--- config.mk ---
export PLATFORM = sky130hd
export DESIGN_NAME = intpol2_d4_div_by_sub
export DESIGN_NICKNAME = d
export VERILOG_FILES = /design/src/rtl/intpol2_d4_div_by_sub_pkg.sv /design/src/rtl/intpol2_d4_div_by_sub_sub_stage.sv /design/src/rtl/intpol2_d4_div_by_sub.sv
export SDC_FILE = /design/constraint.sdc
export NUM_CORES = 1
export LEC_CHECK = 0
export ABC_AREA = 1
export CAP_MARGIN = 10
export CORE_AREA = 5 5 162 164
export DETAILED_ROUTE_END_ITERATION = 10
export DIE_AREA = 0 0 167 169
export PLACE_DENSITY = 0.68
export SETUP_SLACK_MARGIN = 0.05
export SLEW_MARGIN = 25
export SYNTH_ARGS = -nofsm -noshare
export SYNTH_HDL_FRONTEND = slang
export SYNTH_SLANG_ARGS = --single-unit
--- constraint.sdc ---
create_clock -name clk -period 6.9 [get_ports clk]
set_clock_uncertainty 0.2 [all_clocks]
set_input_delay 1.38 -clock clk [delete_from_list [all_inputs] [get_ports clk]]
set_output_delay 1.38 -clock clk [all_outputs]
set_load 0.005 [all_outputs]
--- src/rtl/intpol2_d4_div_by_sub_pkg.sv ---
// rtl/intpol2_d4_div_by_sub_pkg.sv - shared state encoding and counter sizing for the divider
package intpol2_d4_div_by_sub_pkg;

    typedef enum logic [1:0] {
        ST_IDLE = 2'd0,
        ST_BUSY = 2'd1,
        ST_DONE = 2'd2
    } state_e;

    // Iteration counter must be able to represent 0..W
    function automatic int cnt_width(input int w);
        return $clog2(w + 1);
    endfunction

endpackage

--- src/rtl/intpol2_d4_div_by_sub_sub_stage.sv ---
// rtl/intpol2_d4_div_by_sub_sub_stage.sv - one restoring shift/compare/subtract step
module intpol2_d4_sub_stage #(
    parameter int W = 34
) (
    input  logic [W:0]   rem_in,
    input  logic         bit_in,
    input  logic [W-1:0] divisor,
    output logic [W:0]   rem_out,
    output logic         q_bit
);

    logic [W+1:0] trial;
    logic [W:0]   diff;

    // Partial remainder is kept one bit wider than the operand so the
    // trial value never wraps, even for an all-ones dividend.
    always_comb begin
        trial   = {rem_in, bit_in};
        diff    = trial[W:0] - {1'b0, divisor};
        q_bit   = (trial >= {2'b00, divisor});
        rem_out = q_bit ? diff : trial[W:0];
    end

endmodule

--- src/rtl/intpol2_d4_div_by_sub.sv ---
// rtl/intpol2_d4_div_by_sub.sv - iterative restoring divider, one quotient bit per cycle
module intpol2_d4_div_by_sub
    import intpol2_d4_div_by_sub_pkg::*;
#(
    parameter int DATA_WIDTH = 32,
    parameter int N_bits     = 2
) (
    input  logic                         clk,
    input  logic                         rstn,
    input  logic                         clear,
    input  logic                         start,
    input  logic [DATA_WIDTH+N_bits-1:0] dividend,
    input  logic [DATA_WIDTH+N_bits-1:0] divisor,
    output logic                         busy,
    output logic                         done,
    output logic [DATA_WIDTH+N_bits-1:0] quotient,
    output logic [DATA_WIDTH+N_bits-1:0] remainder,
    output logic                         div_by_zero
);

    localparam int W     = DATA_WIDTH + N_bits;
    localparam int CNT_W = cnt_width(W);

    state_e           state_q, state_d;
    logic [CNT_W-1:0] cnt_q, cnt_d;
    logic [W:0]       rem_q, rem_d;
    logic [W-1:0]     dvd_q, dvd_d;
    logic [W-1:0]     dsr_q, dsr_d;
    logic [W-1:0]     quot_q, quot_d;
    logic [W-1:0]     rmd_q, rmd_d;
    logic             dbz_q, dbz_d;

    logic [W:0]       step_rem;
    logic             step_bit;

    intpol2_d4_sub_stage #(
        .W (W)
    ) u_sub_stage (
        .rem_in  (rem_q),
        .bit_in  (dvd_q[W-1]),
        .divisor (dsr_q),
        .rem_out (step_rem),
        .q_bit   (step_bit)
    );

    always_comb begin
        state_d = state_q;
        cnt_d   = cnt_q;
        rem_d   = rem_q;
        dvd_d   = dvd_q;
        dsr_d   = dsr_q;
        quot_d  = quot_q;
        rmd_d   = rmd_q;
        dbz_d   = dbz_q;

        case (state_q)
            ST_IDLE, ST_DONE: begin
                state_d = ST_IDLE;
                if (start) begin
                    state_d = ST_BUSY;
                    cnt_d   = '0;
                    rem_d   = '0;
                    dvd_d   = dividend;
                    dsr_d   = divisor;
                end
            end
            ST_BUSY: begin
                // Dividend register doubles as the quotient shift register
                rem_d = step_rem;
                dvd_d = {dvd_q[W-2:0], step_bit};
                cnt_d = cnt_q + CNT_W'(1);
                if (cnt_q == CNT_W'(W - 1)) begin
                    state_d = ST_DONE;
                    quot_d  = {dvd_q[W-2:0], step_bit};
                    rmd_d   = step_rem[W-1:0];
                    dbz_d   = (dsr_q == '0);
                end
            end
            default: state_d = ST_IDLE;
        endcase
    end

    always_ff @(posedge clk) begin
        if (!rstn || clear) begin
            state_q <= ST_IDLE;
            cnt_q   <= '0;
            rem_q   <= '0;
            dvd_q   <= '0;
            dsr_q   <= '0;
            quot_q  <= '0;
            rmd_q   <= '0;
            dbz_q   <= 1'b0;
        end else begin
            state_q <= state_d;
            cnt_q   <= cnt_d;
            rem_q   <= rem_d;
            dvd_q   <= dvd_d;
            dsr_q   <= dsr_d;
            quot_q  <= quot_d;
            rmd_q   <= rmd_d;
            dbz_q   <= dbz_d;
        end
    end

    assign busy        = (state_q == ST_BUSY);
    assign done        = (state_q == ST_DONE);
    assign quotient    = quot_q;
    assign remainder   = rmd_q;
    assign div_by_zero = dbz_q;

endmodule

==> flow_summary_export.csv <==
group,metric,value,unit
run_status,status,"complete, no violations",
global_route,grt_pass1_wl,47400,µm
worst_setup_path,worst-setup-path-type,"flop to output pin",
worst_setup_path,endpoint_kind,"output pin",
power_and_ir_drop,p_seq_share,43.0,%
worst_setup_path,crit_path_cell_trace,"inv_1 -> nor2_4 -> clkdlybuf4s50_1",
placed_design,portBuffers,142,
clocking,cts_root_buf,"clkbuf_16",
clocking,post_cts_buffers,0,
worst_setup_path,critPathBufInv,2,
power_and_ir_drop,peakVddDrop,161,µV
sta,layout_min_cycle_time,3.92,ns
clocking,clk_pin_slew,0.08,ns
synthesis,synth_top_area_share,37.1,%
sta,slew_headroom,25.7,%
detailed_routing,drt_first_pass_iters,5,
synthesis,ys_ff_latch,180,
power_and_ir_drop,switching_share,32.0,%
die,fp.dieH,169,µm
worst_setup_path,critPathTopFamily,"simple AND/OR/NAND/NOR gates",
synthesis,netlist_instances,1467,
synthesis,syn_nets,1576,
die,initial_utilization,39.2,%
detailed_routing,drc_errors,0,
min_path,hp-class,"flop to flop",
power_and_ir_drop,switching_power,0.793,mW
worst_setup_path,worstPathMaxFanout,38,
flow_run,max_cap_viol_count,0,
cells_and_area,diodes,0,
worst_setup_path,critPathLaunchType,"flop",
detailed_routing,vias_per_cell,5.07,
sta,fin_crit_sh,56.8,%
synthesis,ys_seq_area_share,37.1,%
sta,grt_setup_unrepaired,"no",
placed_design,dp_hpwl,20500,µm
cells_and_area,fin_nets,1678,
die,ios,143,
die,core_area,24700,µm²
clocking,ctsHoldBuffers,0,
global_route,grt_overflow_total,0,
synthesis,yosys.area_share.adder,4.85,%
worst_setup_path,crit_required,5.32,ns
power_and_ir_drop,clkPwrFrac,39.2,%
global_route,grt_usage,20.3,%
clocking,clk_latency,0.45,ns
worst_setup_path,critPathMaxStageDelay,0.80,ns
cells_and_area,fin_util,48.1,%
sta,setup_viol,0,
global_route,antenna_found_initial,1,
clocking,postCtsResizedCells,0,
synthesis,synth.avg_cell_area,6.62,µm²
clocking,cts_sinks,180,
power_and_ir_drop,p_per_area,208,nW/µm²
clocking,h-tree-depth,4,
synthesis,synth_warnings,0,
sta,tightestPinTransition,1.11,ns
power_and_ir_drop,p_leak,5.24,nW
worst_setup_path,crit_slowest_cell,"nor2_4",
synthesis,yosysTopAreaCell,"dfxtp_1",
cells_and_area,drive_gt1_share,4.49,%
detailed_routing,drt_iter0_markers,693,
power_and_ir_drop,p_comb_share,17.9,%
global_route,grt_max_degree,90,
detailed_routing,ant_nets,0,
detailed_routing,wl_per_cell,15.2,µm
detailed_routing,vias,9694,
power_and_ir_drop,p_int,1.69,mW
synthesis,synth-compound-area-share,14.0,%
die,rows,58,
die,dieArea,28200,µm²
clocking,tritoncts,"yes",
synthesis,synthSimpleGateAreaFrac,32.5,%
clocking,clk_path_buf_depth,2,
cells_and_area,areaGrowthSynthToFinish,22.6,%
synthesis,yosysUniqueCellTypes,41,
sta,hold_viol_final,0,
sta,maxSlewViolCount,0,
sta,fmax,255,MHz
placed_design,gp_congestion,0.940,
worst_setup_path,cp_data_arrival_time,2.34,ns
synthesis,synth_area,9710,µm²
sta,tns,0,ns
synthesis,synthMuxAreaShare,0,%
synthesis,synth_xor_area_share,1.62,%
global_route,grt_pass1_vias,9392,
synthesis,synth_top_family_by_area,"simple AND/OR/NAND/NOR gates",
detailed_routing,drt_wl_total,29100,µm
synthesis,synth_area_leaders,"dfxtp_1 (37%), nand2_1 (17%), inv_1 (6.7%), nand3_1 (6.2%), a21oi_1 (4.7%)",
die,die_w,167,µm
clocking,cts_made_buffers,17,
-- power by group through the flow --
stage | clock network [mW] | registers (mW) | logic (mW)
after floorplan | 0 | 1.09 | 0.312
after global placement | 0 | 1.09 | 0.435
after detailed placement | 0 | 1.09 | 0.438
after CTS | 0.984 | 1.06 | 0.441
after global routing | 1.03 | 1.07 | 0.490
final | 0.970 | 1.06 | 0.443
-- worst min-delay path: stages, from the launching register on --
cell,delay (ns)
dfxtp_1,0.31
nand2_1,0.06
nand2_1,0.04
-- layer usage --
metal  vias to the layer above  wire [µm]  global-route usage [%]
met5                         -         13                       0
met4                         2        233                    3.81
met3                        24       2430                    6.28
met2                       314      13100                    33.6
met1                      4406      13300                    26.5
li1                       4948          -                       -
-- path summary, 6_finish.rpt --
kind                start      endpoint  slack (ns)  cells after the start
max            state_q[0]          busy        2.98                      3
min          quotient[33]  quotient[33]        0.26                      2
max reg2reg     dsr_q[25]     rem_q[19]        3.55                     12
min reg2reg  quotient[33]  quotient[33]        0.26                      2
-- flip-flops by register name, indices dropped and copies added, names as in the netlist --
signal	flops
cnt_q	6
div_by_zero	1
dsr_q	34
dvd_q	34
quotient	34
rem_q	35
remainder	34
state_q	2
-- cell type report --
class	count	area, µm²
well taps	330	413
multi-input cells	1044	5160
clock inverters	15	154
inverters	178	673
repair buffers	148	1470
flip-flops and latches	180	3600
clock buffers	17	425
fillers	2526	12800
-- cell usage after synthesis --
library cell,instances
xor2_1,12
nand3b_1,13
a311oi_1,2
a21oi_1,91
nand3_1,121
buf_12,1
nand4_1,18
buf_8,1
nor2_4,2
clkinv_1,1
o21bai_1,2
o21ai_1,3
clkbuf_1,44
ha_1,36
nand2_2,12
nand3_4,1
a21oi_2,6
a221oi_1,16
buf_1,5
fa_1,1
nand2_8,1
buf_4,1
nand2_1,446
a22oi_1,2
a31oi_1,35
nand2b_1,1
a211oi_1,1
o22ai_1,1
o21ai_0,80
inv_2,4
nor2_1,120
dfxtp_1,180
nand3_2,1
nor2_2,1
nor3_1,7
and2_1,1
a21o_1,2
nor4_1,3
buf_2,13
xnor2_1,6
inv_1,173
-- metrics by stage --
stage | hold WS (ns) | worst slack (ns) | std cells | cell area [µm²] | power (mW)
after floorplan | 0.239 | 4.19 | 1467 | 9710 | 1.40
after global placement | 0.232 | 2.67 | 1880 | 11300 | 1.52
after global routing | 0.282 | 2.93 | 1912 | 11900 | 2.59
after detailed placement | 0.241 | 2.75 | 1880 | 11300 | 1.53
after CTS | 0.258 | 2.99 | 1912 | 11900 | 2.49
final | 0.256 | 2.98 | 1912 | 11900 | 2.48
-- cell families after synthesis --
kind of cell	Yosys count
buffers and inverters	243
AOI/OAI and AO/OA	241
and+or+nand+nor	748
xor gates and xnor gates	18
DFF	180
adders and majority gates	37
-- cell usage in the layout (no fill, tap or decap), drive strengths merged, types with 3 or more instances in the layout --
master,netlist,routed
nand2,459,459
inv,177,185
dfxtp,180,180
clkdlybuf4s50,0,142
nand3,123,123
nor2,123,123
a21oi,97,97
o21ai,83,83
ha,36,36
a31oi,35,35
nand4,18,18
clkbuf,44,17
a221oi,16,16
nand3b,13,13
xor2,12,12
nor3,7,7
clkinv,1,7
xnor2,6,6
buf,21,6
nor4,3,3
No activity file was read; power rests on OpenSTA's default activity.
